--- src/rtl/inference_frame_sequencer.sv ---
// ---------------------------------------------------------------------------
// inference_frame_sequencer
//
// Drives the frame handshake of the batchnorm jet-tagging inference core.
// Serial feature words are collected into a frame of INPUT_SIZE words. The
// core is then reset, fired and awaited. After a settle delay its
// OUTPUT_SIZE softmax words are captured and clamped. The results are then
// streamed out one word per handshake, with last marking the final word.
//
// Ports:
//   clk, reset          rising-edge clock, asynchronous active-high reset
//   s_valid/s_ready     feature stream handshake, s_data = signed feature
//   core_reset          reset to the inference core
//   core_input_ready    one-cycle start pulse to the core
//   core_input_data     assembled feature frame (word i at [i*WIDTH +: WIDTH])
//   core_output_ready   core result valid (level)
//   core_output_data    core results (word i at [i*WIDTH +: WIDTH])
//   m_valid/m_ready     result stream handshake, m_data = result word,
//                       m_last = final word of a frame
//   busy                sequencer is not collecting features
//   timeout_err         sticky: a frame was aborted waiting for the core
//   frame_count         completed (non-aborted) frames, wraps at 2^32
// ---------------------------------------------------------------------------
module inference_frame_sequencer #(
    parameter int WIDTH         = 16,
    parameter int NFRAC         = 10,
    parameter int INPUT_SIZE    = 16,
    parameter int OUTPUT_SIZE   = 5,
    parameter int SETTLE_CYCLES = 10,
    parameter int TIMEOUT       = 1023
) (
    input  logic                          clk,
    input  logic                          reset,
    input  logic                          s_valid,
    output logic                          s_ready,
    input  logic signed [WIDTH-1:0]       s_data,
    output logic                          core_reset,
    output logic                          core_input_ready,
    output logic [INPUT_SIZE*WIDTH-1:0]   core_input_data,
    input  logic                          core_output_ready,
    input  logic [OUTPUT_SIZE*WIDTH-1:0]  core_output_data,
    output logic                          m_valid,
    input  logic                          m_ready,
    output logic [WIDTH-1:0]              m_data,
    output logic                          m_last,
    output logic                          busy,
    output logic                          timeout_err,
    output logic [31:0]                   frame_count
);

    localparam int IDX_W   = (INPUT_SIZE  > 1) ? $clog2(INPUT_SIZE)  : 1;
    localparam int OIDX_W  = (OUTPUT_SIZE > 1) ? $clog2(OUTPUT_SIZE) : 1;
    localparam int CNT_MAX = (TIMEOUT > SETTLE_CYCLES) ? TIMEOUT : SETTLE_CYCLES;
    localparam int CNT_W   = $clog2(CNT_MAX + 1);

    localparam logic [IDX_W-1:0]  IDX_LAST    = IDX_W'(INPUT_SIZE - 1);
    localparam logic [OIDX_W-1:0] OIDX_LAST   = OIDX_W'(OUTPUT_SIZE - 1);
    localparam logic [CNT_W-1:0]  RSTC_LAST   = CNT_W'(1);
    localparam logic [CNT_W-1:0]  WAIT_LAST   = CNT_W'(TIMEOUT - 1);
    localparam logic [CNT_W-1:0]  SETTLE_LAST = CNT_W'(SETTLE_CYCLES - 1);
    localparam logic [WIDTH-1:0]  CLAMP_VAL   = WIDTH'(1) << NFRAC;

    typedef enum logic [2:0] {
        ST_LOAD,
        ST_RSTC,
        ST_GAP,
        ST_FIRE,
        ST_WAIT,
        ST_SETTLE,
        ST_DRAIN
    } state_t;

    state_t             state;
    logic               armed;      // low until the first edge after reset release
    logic [IDX_W-1:0]   idx;
    logic [OIDX_W-1:0]  oidx;
    logic [CNT_W-1:0]   cnt;        // shared by RSTC, WAIT and SETTLE
    logic               frame_to;   // current frame was aborted by timeout
    logic [WIDTH-1:0]   feature [INPUT_SIZE];
    logic [WIDTH-1:0]   result  [OUTPUT_SIZE];

    // Negative softmax words are not meaningful downstream; saturate them to 1.0.
    function automatic logic [WIDTH-1:0] clamp_word(input logic [WIDTH-1:0] w);
        return w[WIDTH-1] ? CLAMP_VAL : w;
    endfunction

    // Moore outputs: decoded from registered state only. armed keeps the
    // stream closed and the core in reset while reset is held.
    assign s_ready          = armed && (state == ST_LOAD);
    assign core_reset       = !armed || (state == ST_RSTC);
    assign core_input_ready = (state == ST_FIRE);
    assign m_valid          = (state == ST_DRAIN);
    assign m_data           = result[oidx];
    assign m_last           = (state == ST_DRAIN) && (oidx == OIDX_LAST);
    assign busy             = (state != ST_LOAD);

    // NOTE: every bit is assigned on every pass, so this block cannot infer a latch.
    always_comb begin
        core_input_data = '0;
        for (int i = 0; i < INPUT_SIZE; i++) begin
            core_input_data[i*WIDTH +: WIDTH] = feature[i];
        end
    end

    // NOTE: sequential state is updated with non-blocking assignments only.
    always_ff @(posedge clk or posedge reset) begin
        if (reset) begin
            state       <= ST_LOAD;
            armed       <= 1'b0;
            idx         <= '0;
            oidx        <= '0;
            cnt         <= '0;
            frame_to    <= 1'b0;
            timeout_err <= 1'b0;
            frame_count <= '0;
            // NOTE: the buffers are small and drive core_input_data directly,
            // so they are cleared with the rest of the state rather than left
            // as unreset storage.
            for (int i = 0; i < INPUT_SIZE; i++) begin
                feature[i] <= '0;
            end
            for (int i = 0; i < OUTPUT_SIZE; i++) begin
                result[i] <= '0;
            end
        end else begin
            armed <= 1'b1;
            case (state)
                ST_LOAD: begin
                    if (s_valid && s_ready) begin
                        feature[idx] <= s_data;
                        if (idx == IDX_LAST) begin
                            idx   <= '0;
                            cnt   <= '0;
                            state <= ST_RSTC;
                        end else begin
                            idx <= idx + 1'b1;
                        end
                    end
                end

                // Core held in reset for two cycles.
                ST_RSTC: begin
                    if (cnt == RSTC_LAST) begin
                        cnt   <= '0;
                        state <= ST_GAP;
                    end else begin
                        cnt <= cnt + 1'b1;
                    end
                end

                ST_GAP: begin
                    state <= ST_FIRE;
                end

                ST_FIRE: begin
                    cnt      <= '0;
                    frame_to <= 1'b0;
                    state    <= ST_WAIT;
                end

                // A response in the same cycle as the timeout wins.
                ST_WAIT: begin
                    if (core_output_ready) begin
                        cnt   <= '0;
                        state <= ST_SETTLE;
                    end else if (cnt == WAIT_LAST) begin
                        timeout_err <= 1'b1;
                        frame_to    <= 1'b1;
                        for (int i = 0; i < OUTPUT_SIZE; i++) begin
                            result[i] <= '0;
                        end
                        state <= ST_DRAIN;
                    end else begin
                        cnt <= cnt + 1'b1;
                    end
                end

                // Capture at the end of the settle window regardless of
                // whether core_output_ready is still asserted.
                ST_SETTLE: begin
                    if (cnt == SETTLE_LAST) begin
                        for (int i = 0; i < OUTPUT_SIZE; i++) begin
                            result[i] <= clamp_word(core_output_data[i*WIDTH +: WIDTH]);
                        end
                        cnt   <= '0;
                        state <= ST_DRAIN;
                    end else begin
                        cnt <= cnt + 1'b1;
                    end
                end

                ST_DRAIN: begin
                    if (m_ready) begin
                        if (oidx == OIDX_LAST) begin
                            oidx  <= '0;
                            state <= ST_LOAD;
                            if (!frame_to) begin
                                frame_count <= frame_count + 1'b1;
                            end
                        end else begin
                            oidx <= oidx + 1'b1;
                        end
                    end
                end

                default: state <= ST_LOAD;
            endcase
        end
    end

endmodule
--- config.mk ---
export PLATFORM = sky130hd
export DESIGN_NAME = inference_frame_sequencer
export DESIGN_NICKNAME = d
export VERILOG_FILES = /design/src/rtl/inference_frame_sequencer.sv
export SDC_FILE = /design/constraint.sdc
export NUM_CORES = 1
export LEC_CHECK = 0
export ABC_AREA = 1
export BUFFER_PORTS_ARGS = -buffer_cell sky130_fd_sc_hd__buf_2
export CAP_MARGIN = 15
export CORE_MARGIN = 5
export CORE_UTILIZATION = 25
export DETAILED_ROUTE_END_ITERATION = 10
export RECOVER_POWER = 100
export SYNTH_ARGS = -nofsm -noshare
export SYNTH_HDL_FRONTEND = slang
export SYNTH_SLANG_ARGS = --single-unit
--- constraint.sdc ---
create_clock -name clk -period 23.6 [get_ports clk]
set_input_delay 1.18 -clock clk [delete_from_list [all_inputs] [get_ports clk]]
set_output_delay 1.18 -clock clk [all_outputs]
set_load 0.02 [all_outputs]
### Word level (Yosys, flattened, before mapping)

Index checks and enable logic that the tools add are counted.

* logic and storage cells: 116
* flip-flop bits (word level): 391
* memory bits (read-only): 0
* output and inout port bits: 311
* memories: 0
* input port bits: 101
* bits in latches: 0
* memory bits (writable): 0

* mux-type cells: 36
* $mul: 0
* div/mod/pow operators: 0
* reductions and logical operators: 19
* equality and inequality tests: 21
* $lt $le $gt $ge: 3
* shifts and indexed selects: 0
* bitwise logic cells: 4
* add/sub/neg operators: 4

Operators by type and width (number)
* 256-bit bitwise mux: 1
* 80-bit two-way mux: 3
* 80-bit one-hot mux with 2 select lines: 1
* 15-bit two-way mux: 5
* 16-bit demux with 4-bit select: 1
* 10-bit two-way mux: 6
* 10-bit one-hot mux with 5 select lines: 1
* 16-bit binary-select mux with 3-bit select: 1
* 16-bit two-way mux: 3
* 32-bit by 1-bit adder with 32-bit output, second input constant: 1
* 3-bit two-way mux: 9
* 3-bit one-hot mux with 7 select lines: 1
* 3-bit equality test, second input constant: 4
* 4-bit AND reduction: 3
* 10-bit by 1-bit adder with 10-bit output, second input constant: 1
* 10-bit by 1-bit equality test with 1-bit output, second input constant: 1
* 10-bit equality test, second input constant: 1
* 10-bit by 4-bit equality test with 1-bit output, second input constant: 1
* 2-bit by 1-bit inequality test with 1-bit output, second input constant: 5
* 7-bit AND reduction: 1
* 3-bit by 2-bit equality test with 1-bit output, second input constant: 2
* 2-bit inequality test, second input constant: 3
* 3-bit inequality test, second input constant: 2
* 3-bit AND reduction: 2
* 21 further kinds: 28

### Depth between registers and ports, before layout

Gate-level depths: netlist of the first run.

* word-level depth: 6
* depth in mapped cells: 13
* mapped depth without buffers: 10

### Worst setup path after synthesis of the first run

No wires, ideal clock.

* path type: register to output
* start: reg oidx[0]
* end: out m_last
* slack: 20779 ps
* buffers on the path: 3
* stages on the path, launching flop included: 8
* arrival time: 1641 ps
* data required time: 22420 ps
* cell sequence: dfrtp_1 > clkbuf_1 > inv_1 > buf_2 > buf_1 > ha_1 > nand2_1 > nor2_1

* longest elaborated chain between the ends: 2

Ends and longest elaborated chain
* from (decl): RTL line 76 `logic [OIDX_W-1:0] oidx;`
* from (signal assigned): RTL line 201 `oidx <= oidx + 1'b1;`
* 3-bit equality test: RTL line 94 `assign m_last = (state == ST_DRAIN) && (oidx == OIDX_LAST);`
* 1-bit logical AND: RTL line 94
* to (decl): RTL line 45 `output logic m_last,`

No other way between the ends.

==> flow_summary.toml, run 1 <==
[power]
seqPwrFrac_pct = 39.0
power_density_nw_per_um2 = 127
power_switching_mw = 1.03
switching_share_pct = 40.6
internal_power_mw = 1.51
power_frac_clock_pct = 28.6
peakVddDrop_uv = 66.9
p_leak_nw = 9.02
comb_power_share_pct = 32.5

[floorplanning]
die_height_um = 267
pin_count = 412
start_util_pct = 25.2
core-area_um2 = 65600
fp.dieArea_um2 = 71300
num_rows = 94
die_x_um = 267

[yosys]
synth_xor_area_share_pct = 1.11
syn_area_um2 = 16500
synth-compound-area-share_pct = 13.0
synth_top_area_cell = "dfrtp_1"
yosys-top-cells-count = "590 x nand2_1, 386 x dfrtp_1, 216 x o21ai_1"
synth_top_family_by_area = "simple AND/OR/NAND/NOR gates"
netlist_top_cells_area = "dfrtp_1 58%, nand2_1 13%, o21ai_1 6.5%, o21ai_0 3.6%, nor2_1 2.4%"
synthAdderAreaFrac_pct = 0.757
synth_top_area_share_pct = 58.4
yosysSeqAreaShare_pct = 58.4
synthFlopType = "dfrtp_1"
synthCells = 1845
yosys.area_share.simple_pct = 20.7
ys_ff_latch = 386
synth_nets = 1956
synth_enable_flop_cells = 0
synthDistinctLibCells = 40
avgSynthCellArea_um2 = 8.96
yosysWarnings = 0
muxShareOfSynthArea_pct = 0
yosysMostFrequentCell = "nand2_1"
async_flop_share_pct = 100

[status]
violations = "capacitance limit, slew limit"
status = "finished with violations"

[place]
portBuffers = 410
gp_congestion = 0.891
dp_cells = 3025
dpl_cell_area_um2 = 19100
hpwl_mm = 38.4

[detailed_routing]
firstDrtPassIters = 5
wirelength_mm = 54.6
wl_per_cell_um = 17.5
vias = 13690
drtIter0Drc = 962
ant_nets = 0
vias_per_cell = 4.39
remaining_drc_errors = 0

[worst_setup_path]
reg2reg_to = "result[10]"
r2r-start = "state[1]"
required_ns = 23.47
max_stage_delay_ns = 3.06
worst_path_most_repeated_cell = "clkbuf_1"
start_kind = "primary input"
end_kind = "async pin"
worstPathCellList = "buf_2 -> clkinvlp_2 -> clkbuf_1 -> clkbuf_1"
r2r_cells = 9
crit_type = "primary input to async pin"
reg2reg_slack_ns = 17.85
worstPathArrival_ns = 8.82
cp_slowest_cell = "clkinvlp_2"
crit_fanout = 120

[finish]
final_cells = 3116
fillers = 7133
drive_above_1_share_pct = 8.55
multiInputGateArea_um2 = 5610
syn_to_final_growth_pct = 21.2
fin_area_um2 = 20000
layout.nets = 2320
ff_latch_area_um2 = 9660
fin_util_pct = 30.5

[clocking]
cts_max_path_buffers = 3
cts_inserted_buffers = 45
tritoncts = "yes"
cts-root-buf = "clkbuf_16"
cts_resized = 0
clkSlewWorstSetupHoldPaths_ns = 0.06
numClockSinks = 386
cts_hold_buf = 0
clkLatencyLatePin_ns = 0.57
cts_max_level = 2
postCtsSetupBuffers = 0

[timing]
max_slew_margin_pct = -271
fmax_mhz = 112
worst_pin_slew_ns = 5.54
drv_slew = 343
hold_viol_final = 0
fin_crit_ns = 8.95
fin_setup_tns_ns = 0
fin_skew_ns = 0.0222
setup_violations = 0
rsz0062_at_grt = "no"
fin_crit_sh_pct = 37.9

[worst_hold_path]
min_to = "result[51]"
hold_path_class = "register to register"
worstHoldStart = "result[51]"
whs_path_depth = 2

[global_routing]
grt_pass1_wl_mm = 82.8
grt_pass1_vias = 13477
grt_usage_pct = 14.8
grt_start_max_net_pins = 161
grt-ovfl-total = 0
antenna_found_initial = 1

[run]
max-cap-violations = 4
state kept, by name, indices dropped and copies added (netlist names):
name	cells
core_input_data	256
result	75
frame_count	32
cnt	10
idx	4
oidx	3
state	3
armed	1
frame_to	1
timeout_err	1
power groups by stage:
stage / logic, mW / clock network [mW] / registers, mW
floorplan: 0.368 / 0 / 1.20
global placement: 0.914 / 0 / 0.987
detailed placement: 0.927 / 0 / 0.987
CTS: 0.926 / 0.750 / 0.984
global route: 0.913 / 0.775 / 1.02
finish: 0.824 / 0.725 / 0.990
layout make-up:
cell class	count	share of cell area (%)
well taps	864	5.40
multi-input cells	1253	28.0
flip-flops and latches	386	48.2
clock buffers	65	6.55
inverters	104	1.96
repair buffers	419	8.61
diodes	6	0.0750
clock inverters	19	1.17
layer usage:
metal	GRT usage, %	wire length [µm]	share of wire [%]	vias to the layer above
li1	-	-	-	6688
met1	20.0	23900	44	6450
met2	23.1	24400	45	474
met3	4.94	5020	9.2	78
met4	3.67	1270	2.3	0
met5	0	0	0	-
critical path, delay by kind of cell:
| kind | cells | cell delay [ns] |
|---|---|---|
| buffers and inverters | 4 | 7.47 |
cell usage in the layout, fill, tap and decap left out, types with 3 or more instances in the layout:
| cell | netlist | final |
|---|---|---|
| nand2_1 | 590 | 592 |
| dfrtp_1 | 386 | 386 |
| o21ai_0 | 119 | 347 |
| clkbuf_1 | 51 | 324 |
| nor2_1 | 104 | 110 |
| buf_2 | 25 | 100 |
| inv_1 | 97 | 98 |
| nand3_1 | 69 | 78 |
| clkbuf_16 | 0 | 45 |
| a21oi_1 | 35 | 35 |
| o21ai_1 | 216 | 17 |
| xor2_1 | 14 | 14 |
| clkbuf_8 | 0 | 11 |
| ha_1 | 10 | 10 |
| nand4_1 | 7 | 9 |
| nand3b_1 | 8 | 8 |
| xnor2_1 | 7 | 7 |
| clkinv_2 | 0 | 7 |
| diode_2 | 0 | 6 |
| nor3_1 | 5 | 6 |
| nor2_2 | 9 | 6 |
| bufinv_16 | 0 | 4 |
| o22ai_1 | 3 | 3 |
| clkinv_4 | 0 | 3 |
| buf_4 | 1 | 3 |
worst max path at each step:
| stage | cells after the start | to | from |
|---|---|---|---|
| floorplan | 1 | armed | reset |
| detailed placement | 4 | idx[0] | reset |
| global route | 4 | core_input_data[212] | reset |
| CTS | 4 | m_data[2] | oidx[1] |
| global placement | 4 | core_input_data[149] | reset |
| finish | 4 | idx[3] | reset |
per-stage QoR:
| stage | total power [mW] | worst slack, ns | hold WS (ns) |
|---|---|---|---|
| 5_1_grt | 2.70 | 12.82 | 0.490 |
| 3_3_place_gp | 1.90 | 20.07 | 0.461 |
| 2_1_floorplan | 1.56 | 11.69 | 0.454 |
| 3_5_place_dp | 1.91 | 20.06 | 0.464 |
| 6_report | 2.54 | 14.65 | 0.483 |
| 4_1_cts | 2.66 | 19.50 | 0.480 |
logic make-up after synthesis:
group | after synthesis
flops | 386
buf+inv | 206
simple gates | 814
fa+ha+maj | 10
xor+xnor | 21
compound gates | 406
other cells | 2
Power figures use the tool's default switching activity.
==> run 2, diff against run 1 <==
clock period = 8.7 ns   (was 23.6 ns; I/O delays follow)
==> flow_summary.toml, run 2 (synthesis gave the netlist of run 1 again) <==
[finish]
final_cells = 3107
largest_register_ffs = 256
multiInputGateArea_um2 = 5610
diodes = 0
ff_latch_area_um2 = 9660
fillers = 7134
syn_to_final_growth_pct = 20.6
fin_util_pct = 30.4
drive_above_1_share_pct = 8.43
layout.nets = 2319
mostFrequentLayoutCell = "nand2_1"
final_cell_mix = "592 x nand2_1, 386 x dfrtp_1, 349 x o21ai_0, 326 x clkbuf_1, 110 x nor2_1"

[clocking]
tritoncts = "yes"
clkSlewWorstSetupHoldPaths_ns = 0.06
cts_inserted_buffers = 44
clkLatencyLatePin_ns = 0.59
cts_max_level = 2
postCtsSetupBuffers = 0
cts_resized = 0
numClockSinks = 386
cts-root-buf = "clkbuf_16"
cts_hold_buf = 0
cts_max_path_buffers = 3

[place]
dp_cells = 3024
gp_congestion = 0.851
hpwl_mm = 38.3
portBuffers = 410

[worst_setup_path]
start_kind = "register"
max_stage_delay_ns = 1.94
required_ns = 9.17
crit_type = "register to register"
worst-path-stages = 10
crit_family = "buffers and inverters"
path_buf_inv = 3
end_kind = "register"
worstPathCellList = "inv_1 -> ha_1 -> nand2_1 -> nor2_1 -> nand3_1 -> nand2_1 -> nand3_1 -> clkbuf_1 -> inv_1 -> o22ai_1"
worstPathArrival_ns = 5.63
r2r_cells = 10
cp_slowest_cell = "clkbuf_1"
crit_fanout = 74

[detailed_routing]
drtIter0Drc = 1009
vias_per_cell = 4.41
vias = 13698
remaining_drc_errors = 0
firstDrtPassIters = 6
wirelength_mm = 54.4
wl_per_cell_um = 17.5
ant_nets = 0

[timing]
rsz0062_at_grt = "no"
fin_skew_ns = 0.0302
fin_crit_sh_pct = 59.3
hold_viol_final = 0
fmax_mhz = 194
hold_slack_ns = 0.121
drv_slew = 359
fin_crit_ns = 5.16
worst_pin_slew_ns = 4.26
setup_violations = 0
max_slew_margin_pct = -184
fin_setup_tns_ns = 0

[floorplanning]
core-area_um2 = 65600
start_util_pct = 25.2
num_rows = 94
die_x_um = 267
fp.dieArea_um2 = 71300
pin_count = 412
die_height_um = 267

[global_routing]
met1_usage_pct = 19.7
grt-ovfl-total = 0
antenna_found_initial = 2
grt_usage_pct = 14.7
use_met2_pct = 22.8
grt_pass1_vias = 13384
grt_pass1_wl_mm = 81.9
top_usage_layer = "met2"
grt_start_max_net_pins = 166
gr-usage-met3_pct = 5.19

[status]
violations = "capacitance limit, slew limit"
status = "finished with violations"

[worst_hold_path]
whs_path_depth = 3
hold_path_class = "primary input to register"

[power]
p_leak_nw = 8.97
power_density_nw_per_um2 = 341
peakVddDrop_uv = 197

[run]
max-cap-violations = 4
-- run 2: cell type report --
cell class	count	area share, %
tap	864	5.42
inverter	104	1.98
sequential	386	48.5
multi-input combinational	1253	28.1
clock inverter	23	1.37
timing repair buffer	419	8.64
clock buffer	58	5.99
-- run 2: path summary, 6_finish.rpt --
| kind | startpoint | to | slack, ns |
|---|---|---|---|
| hold reg to reg | timeout_err | timeout_err | 0.48 |
| max in group asynchronous | reset | core_input_data[214] | 4.41 |
| setup / recovery | cnt[0] | result[10] | 3.54 |
| min in group asynchronous | reset | result[72] | 1.46 |
| hold / removal | core_output_data[37] | result[37] | 0.12 |
| setup reg to reg | cnt[0] | result[10] | 3.54 |
-- run 2: per-stage QoR --
stage          worst slack (ns)  area, µm²  power [mW]
3_5_place_dp               5.50      19100        5.18
2_1_floorplan              3.08      16500        4.24
6_report                   3.54      19900        6.79
5_1_grt                    2.91      19900        7.23
4_1_cts                    5.38      20600        7.11
3_3_place_gp               5.61      19100        5.15
-- run 2: worst register-to-register path: cells and delay by family, from the launching register on --
family                   cells  cell delay, ns
adder cells (fa/ha/maj)      1            0.19
AND/OR/NAND/NOR              5            1.81
buffers and inverters        3            2.37
flip-flops                   1            0.45
AO/OA/AOI/OAI                1            0.25
-- run 2: routing by layer --
layer,vias up,routed length [µm]
met5,-,0
met4,0,1270
met3,71,4920
met2,438,24300
met1,6495,23900
li1,6694,-
-- run 2: power by group --
part           switching, mW  leakage (nW)  internal, mW
Sequential             0.337          5.20          2.34
Combinational           1.65          3.07         0.569
Clock                  0.809         0.710          1.08
